$ cat config.mk
export PLATFORM = sky130hd
export DESIGN_NAME = exprnd_pipe
export DESIGN_NICKNAME = d
export VERILOG_FILES = /design/src/rtl/exprnd_pipe.sv
export SDC_FILE = /design/constraint.sdc
export NUM_CORES = 1
export LEC_CHECK = 0
export BUFFER_PORTS_ARGS = -buffer_cell sky130_fd_sc_hd__buf_2
export CORE_AREA = 10 10 117 119
export DETAILED_ROUTE_END_ITERATION = 7
export DIE_AREA = 0 0 127 129
export MAX_ROUTING_LAYER = met4
export PLACE_DENSITY = 0.64
export REMOVE_ABC_BUFFERS = 1
export SKIP_CTS_REPAIR_TIMING = 1
export SLEW_MARGIN = 20
export SYNTH_ARGS = -nofsm -noshare
export SYNTH_HDL_FRONTEND = slang
export SYNTH_SLANG_ARGS = --single-unit
$ cat constraint.sdc
create_clock -name clk -period 1.9 [get_ports clk]
set_input_delay 0.19 -clock clk [delete_from_list [all_inputs] [get_ports clk]]
set_output_delay 0.19 -clock clk [all_outputs]
set_load 0.03 [all_outputs]
$ cat src/rtl/exprnd_pipe.sv
// Registered exponent-round/overflow stage: packs final exponent/fraction behind a valid/ready register.
// Optional overflow flag and counter enabled by defining EXPRND_PIPE_FLAGS_EN.
module exprnd_pipe #(
    parameter int unsigned EW = 11,
    parameter int unsigned FW = 52,
    parameter int unsigned CW = 8
) (
    input  logic          clk,
    input  logic          rst,
    input  logic          in_valid,
    output logic          in_ready,
    input  logic          s,
    input  logic [EW-1:0] e3,
    input  logic [FW:0]   f3,
    input  logic [1:0]    rm,
    input  logic          ovf,
    input  logic          ovfen,
    output logic          out_valid,
    input  logic          out_ready,
    output logic          s_out,
    output logic [EW-1:0] eout,
    output logic [FW-1:0] fout,
    output logic          ovf_out
`ifdef EXPRND_PIPE_FLAGS_EN
    ,
    input  logic          flag_clr,
    output logic          flag_ovf,
    output logic [CW-1:0] ovf_cnt
`endif
);

    // Trapped-overflow bias adjust: 3 * 2^(EW-2)
    localparam logic [EW-1:0] ALPHA   = {2'b11, {(EW-2){1'b0}}};
    localparam logic [EW-1:0] MAX_FIN = {{(EW-1){1'b1}}, 1'b0};

    logic          out_valid_q, out_valid_d;
    logic          s_out_q, s_out_d;
    logic [EW-1:0] eout_q, eout_d;
    logic [FW-1:0] fout_q, fout_d;
    logic          ovf_out_q, ovf_out_d;
    logic          accept;
    logic          inf;

    assign in_ready = ~out_valid_q | out_ready;
    assign accept   = in_valid & in_ready;
    assign inf      = rm[1] ? ~(rm[0] ^ s) : rm[0];

    always_comb begin
        out_valid_d = accept | (out_valid_q & ~out_ready);
        s_out_d     = s_out_q;
        eout_d      = eout_q;
        fout_d      = fout_q;
        ovf_out_d   = ovf_out_q;
        if (accept) begin
            s_out_d   = s;
            ovf_out_d = ovf;
            fout_d    = f3[FW-1:0];
            if (ovf && ovfen) begin
                eout_d = EW'(e3 - ALPHA);
            end else if (ovf) begin
                // Untrapped overflow saturates to infinity or the largest finite value
                if (inf) begin
                    eout_d = '1;
                    fout_d = '0;
                end else begin
                    eout_d = MAX_FIN;
                    fout_d = '1;
                end
            end else begin
                eout_d = f3[FW] ? e3 : '0;
            end
        end
    end

    always_ff @(posedge clk or posedge rst) begin
        if (rst) begin
            out_valid_q <= 1'b0;
            s_out_q     <= 1'b0;
            eout_q      <= '0;
            fout_q      <= '0;
            ovf_out_q   <= 1'b0;
        end else begin
            out_valid_q <= out_valid_d;
            s_out_q     <= s_out_d;
            eout_q      <= eout_d;
            fout_q      <= fout_d;
            ovf_out_q   <= ovf_out_d;
        end
    end

    assign out_valid = out_valid_q;
    assign s_out     = s_out_q;
    assign eout      = eout_q;
    assign fout      = fout_q;
    assign ovf_out   = ovf_out_q;

`ifdef EXPRND_PIPE_FLAGS_EN
    logic          flag_ovf_q, flag_ovf_d;
    logic [CW-1:0] ovf_cnt_q, ovf_cnt_d;

    // Set/increment takes priority over a same-cycle clear
    always_comb begin
        flag_ovf_d = flag_ovf_q;
        ovf_cnt_d  = ovf_cnt_q;
        if (accept && ovf) begin
            flag_ovf_d = 1'b1;
            if (ovf_cnt_q != {CW{1'b1}}) begin
                ovf_cnt_d = ovf_cnt_q + CW'(1);
            end
        end else if (flag_clr) begin
            flag_ovf_d = 1'b0;
            ovf_cnt_d  = '0;
        end
    end

    always_ff @(posedge clk or posedge rst) begin
        if (rst) begin
            flag_ovf_q <= 1'b0;
            ovf_cnt_q  <= '0;
        end else begin
            flag_ovf_q <= flag_ovf_d;
            ovf_cnt_q  <= ovf_cnt_d;
        end
    end

    assign flag_ovf = flag_ovf_q;
    assign ovf_cnt  = ovf_cnt_q;
`endif

endmodule
# After elaboration in Yosys (flattened, before gate mapping)
# Cells that the tools add are included.
# word_totals
out_inout_bits	67
ff_bits	66
inputBits	73
elab_cells	23
# op_classes
addsub	1
muxes	8
reduce_logical	1
bitwise_logic	8
# op_table
operator	n
$mux 52	3
$mux 11	3
$sub 11x11->11 const B	1
$not 1->1	3
$and 1x1->1	2
$mux 1	2
$or 1x1->1	2
$logic_and 1x1->1	1
$xor 1x1->1	1

# Depth between registers and ports, before layout
# logic_depth
ltp_word	6
depth_mapped	6
depth_no_buf	4

# Least setup slack after synthesis
# No wires, ideal clock.
# synth_path
path_type	flip-flop to flip-flop
from	reg out_valid_q, in the netlist out_valid
to	reg fout_q[11], in the netlist fout[11]
path_slack_ns	0.237
required_time_ns	1.810
period_less_slack_ns	1.663
setup_time_ns	0.090
n_path_buf	2
path_stages_with_launch	7
t_arrival_ns	1.573
path_cell_list	dfrtp_1 nand2b_1 nand2_1 buf_2 clkbuf_1 nand2_1 o31ai_4
# synth_between
elab_chain_len	3
# synth_lines
item	line_no	text
start, declared	36	logic out_valid_q, out_valid_d;
start signal, assigned	83	out_valid_q <= out_valid_d;
$not 1->1	44	assign in_ready = ~out_valid_q | out_ready;
$or 1x1->1	44	
via in_ready	11	output logic in_ready,
$and 1x1->1	45	assign accept = in_valid & in_ready;
end signal, assigned	86	fout_q <= fout_d;
end, declared	39	logic [FW-1:0] fout_q, fout_d;
# The timed path passes the listed nets, and every way through them passes these cells.
# A chain may end at the register's enable or synchronous reset.

# Final worst setup path
# layout_path
from	reg out_valid_q, in the netlist out_valid
to	reg fout_q[49], in the netlist fout[49]
# layout_between
elab_chain_len	3
# layout_lines
item	line_no
$not 1->1	44
$or 1x1->1	44
$and 1x1->1	45
# No other way between the ends.

==> flow_summary.json <==
{
  "cts_num_sinks": 66,
  "peakVddDrop_mv": 0.4540,
  "gp_congestion": 0.7525,
  "path_cells": "nand2b_1 -> nand2_4 -> buf_12 -> nand2_1 -> o31ai_4",
  "worstPathRequired_ns": 2.14,
  "hold_violations": 0,
  "nNetsFinal": 513,
  "min_period_ns": 1.471,
  "num_rows": 39,
  "start_util_pct": 29.61,
  "ys_ff_latch": 66,
  "relSlewSlack_pct": 69.75,
  "yosys.area.top_type": "dfrtp_1",
  "area_delta_synth_final_pct": 33.82,
  "worst-path-buf-inv": 1,
  "yosysWarningCount": 0,
  "status": "finished, final reports clean",
  "die_h_um": 129,
  "dp.final_hpwl_um": 7204,
  "hold_path.class": "in -> reg",
  "clk_pin_slew_ns": 0.05,
  "placeableCoreArea_um2": 11320,
  "drc": 0,
  "final.setup.tns_ns": 0,
  "wire_per_inst_um": 16.69,
  "synth_area_leaders": "dfrtp_1, o31ai_2, a21oi_1",
  "critPathLaunch": "out_valid",
  "htree_levels": 3,
  "final_util_pct": 39.62,
  "drt_iter0_markers": 165,
  "grtUsageTotal_pct": 12.17,
  "via_per_inst": 4.840,
  "r2r_start": "out_valid",
  "critPathKind": "reg -> reg",
  "io_buffer_count": 139,
  "dr.pass1.iters": 4,
  "end_kind": "register",
  "crit_path_start_kind": "register",
  "syn_inst": 310,
  "crit_slowest_cell": "dfrtp_1",
  "grt_first_pass_wirelength_um": 15820,
  "overflow": 0,
  "synthDistinctLibCells": 26,
  "grt_pass1_vias": 3072,
  "crit_path_max_fanout": 58,
  "cts_tree": "built",
  "final.period_utilization_pct": 77.44,
  "path_delay_family": "simple AND/OR/NAND/NOR gates",
  "die_w_um": 127,
  "grt_antenna_before_repair": 0,
  "final_layout_size_suffix_gt1_share_pct": 50.56,
  "cp.arrival_ns": 1.71,
  "drv_cap": 0,
  "yosysTopAreaCellShare_pct": 49.27,
  "worst_pin_slew_ns": 0.4537,
  "rsz0062_at_grt": "false",
  "antenna_left": 0,
  "syn-cell-area_um2": 3352,
  "cts_buffers": 9,
  "clock_skew_ns": 0.005963,
  "n_fill_cell": 1158,
  "clock_latency_ns": 0.33,
  "totalWireLength_um": 9811,
  "p_leak_uw": 0.002154,
  "ff2ff_setup_slack_ns": 0.43,
  "clk_path_buf_depth": 2,
  "slew_violations": 0,
  "holdCritStartpoint": "in_valid",
  "power_density_nw_per_um2": 1083,
  "max_stage_delay_ns": 0.34,
  "yosysSeqAreaShare_pct": 49.27,
  "die_area_um2": 16380,
  "vias": 2846,
  "diodes": 0,
  "grt_max_degree": 59,
  "io_pins": 140,
  "syn_area_per_cell_um2": 10.81,
  "max_freq_mhz": 679.7,
  "setup_viol": 0,
  "clockRootBuffer": "clkbuf_16"
}
-- metal layers --
metal | up-vias | GRT usage, % | routed length (um)
li1 | 1364 | - | -
met1 | 1364 | 14.31 | 4310
met2 | 109 | 18.89 | 4695
met3 | 9 | 4.476 | 703
met4 | 0 | 4.019 | 102
met5 | - | - | 0
-- metrics by stage --
| stage | worst slack [ns] | area [um2] | hold WS, ns | instances | total power (uW) |
|---|---|---|---|---|---|
| floorplan | -2.452 | 3122 | 0.2984 | 276 | 2650 |
| global placement | 0.4747 | 4156 | 0.1339 | 571 | 3107 |
| detailed placement | 0.3970 | 4156 | 0.1385 | 571 | 3136 |
| CTS | 0.4239 | 4476 | -0.2196 | 587 | 4948 |
| global route | 0.3206 | 4486 | 0.09844 | 588 | 5123 |
| finish | 0.4287 | 4486 | 0.1088 | 588 | 4860 |
-- cell type report --
type	instances	area [um2]	area share (%)
flip-flops and latches	66	1652	36.82
well taps	143	178.9	3.989
repair buffers	153	853.3	19.02
clock buffers	10	239.0	5.328
clock inverters	6	80.08	1.785
inverters	3	11.26	0.2510
multi-input cells	207	1471	32.80
-- registers in the layout, indices dropped and copies added (netlist names) --
name       flops
out_valid      1
ovf_out        1
fout          52
eout          11
s_out          1
-- power by group --
part           switching, uW  total (uW)  internal (uW)
Combinational            905        1350            446
Clock                    601        1780           1170
Sequential               115        1730           1620
Total                   1620        4860           3240
-- Yosys cell counts --
master     count
a311oi_1       1
a211oi_1       1
dfrtp_1       66
inv_1          2
buf_1          1
nand3_1        1
xnor2_1        1
o31ai_1       11
a21o_1         3
o21ai_0        1
buf_2          8
o31ai_2       42
nand2_1       61
a21oi_1       62
buf_12         5
nand2b_1       2
buf_6          1
clkbuf_1      18
a2bb2oi_1      1
and3_1         1
nor2_1         8
inv_2          1
nand2b_4       1
buf_4          1
o31ai_4        7
mux2_2         3
-- cells by family (layout without fill, tap and decap cells) --
| kind of cell | after synthesis | after routing | share of synthesized area [%] |
|---|---|---|---|
| AOI/OAI and AO/OA | 129 | 129 | 33.41 |
| xor gates and xnor gates | 1 | 1 | 0.2613 |
| buffers and inverters | 37 | 172 | 7.204 |
| DFF | 66 | 66 | 49.27 |
| muxes | 3 | 3 | 1.008 |
| and+or+nand+nor | 74 | 74 | 8.846 |
-- worst paths after layout --
path                                   to  cells after the start
max in group asynchronous        fout[37]                      4
worst max register to register   fout[49]                      5
min in group asynchronous        fout[12]                      3
worst max-delay path             fout[49]                      5
worst min-delay path            out_valid                      2
worst min register to register    eout[3]                      2
-- cell usage in the layout (no fill, tap or decap) --
cell type	count
o21ai_0	1
clkinv_2	4
nand3_1	1
a2bb2oi_1	1
clkbuf_16	9
nand2b_4	1
a21oi_1	62
dlygate4sd3_1	1
xnor2_1	1
inv_2	2
nand2_4	1
and3_4	1
a21o_1	3
inv_1	1
o31ai_1	11
o31ai_2	42
nand2_1	60
o31ai_4	7
nand2b_1	2
clkbuf_8	1
nor2_1	8
bufinv_16	2
a311oi_1	1
mux2_2	3
dfrtp_1	66
buf_4	9
buf_2	139
a211oi_1	1
buf_12	4
Power figures use the tool's default switching activity.
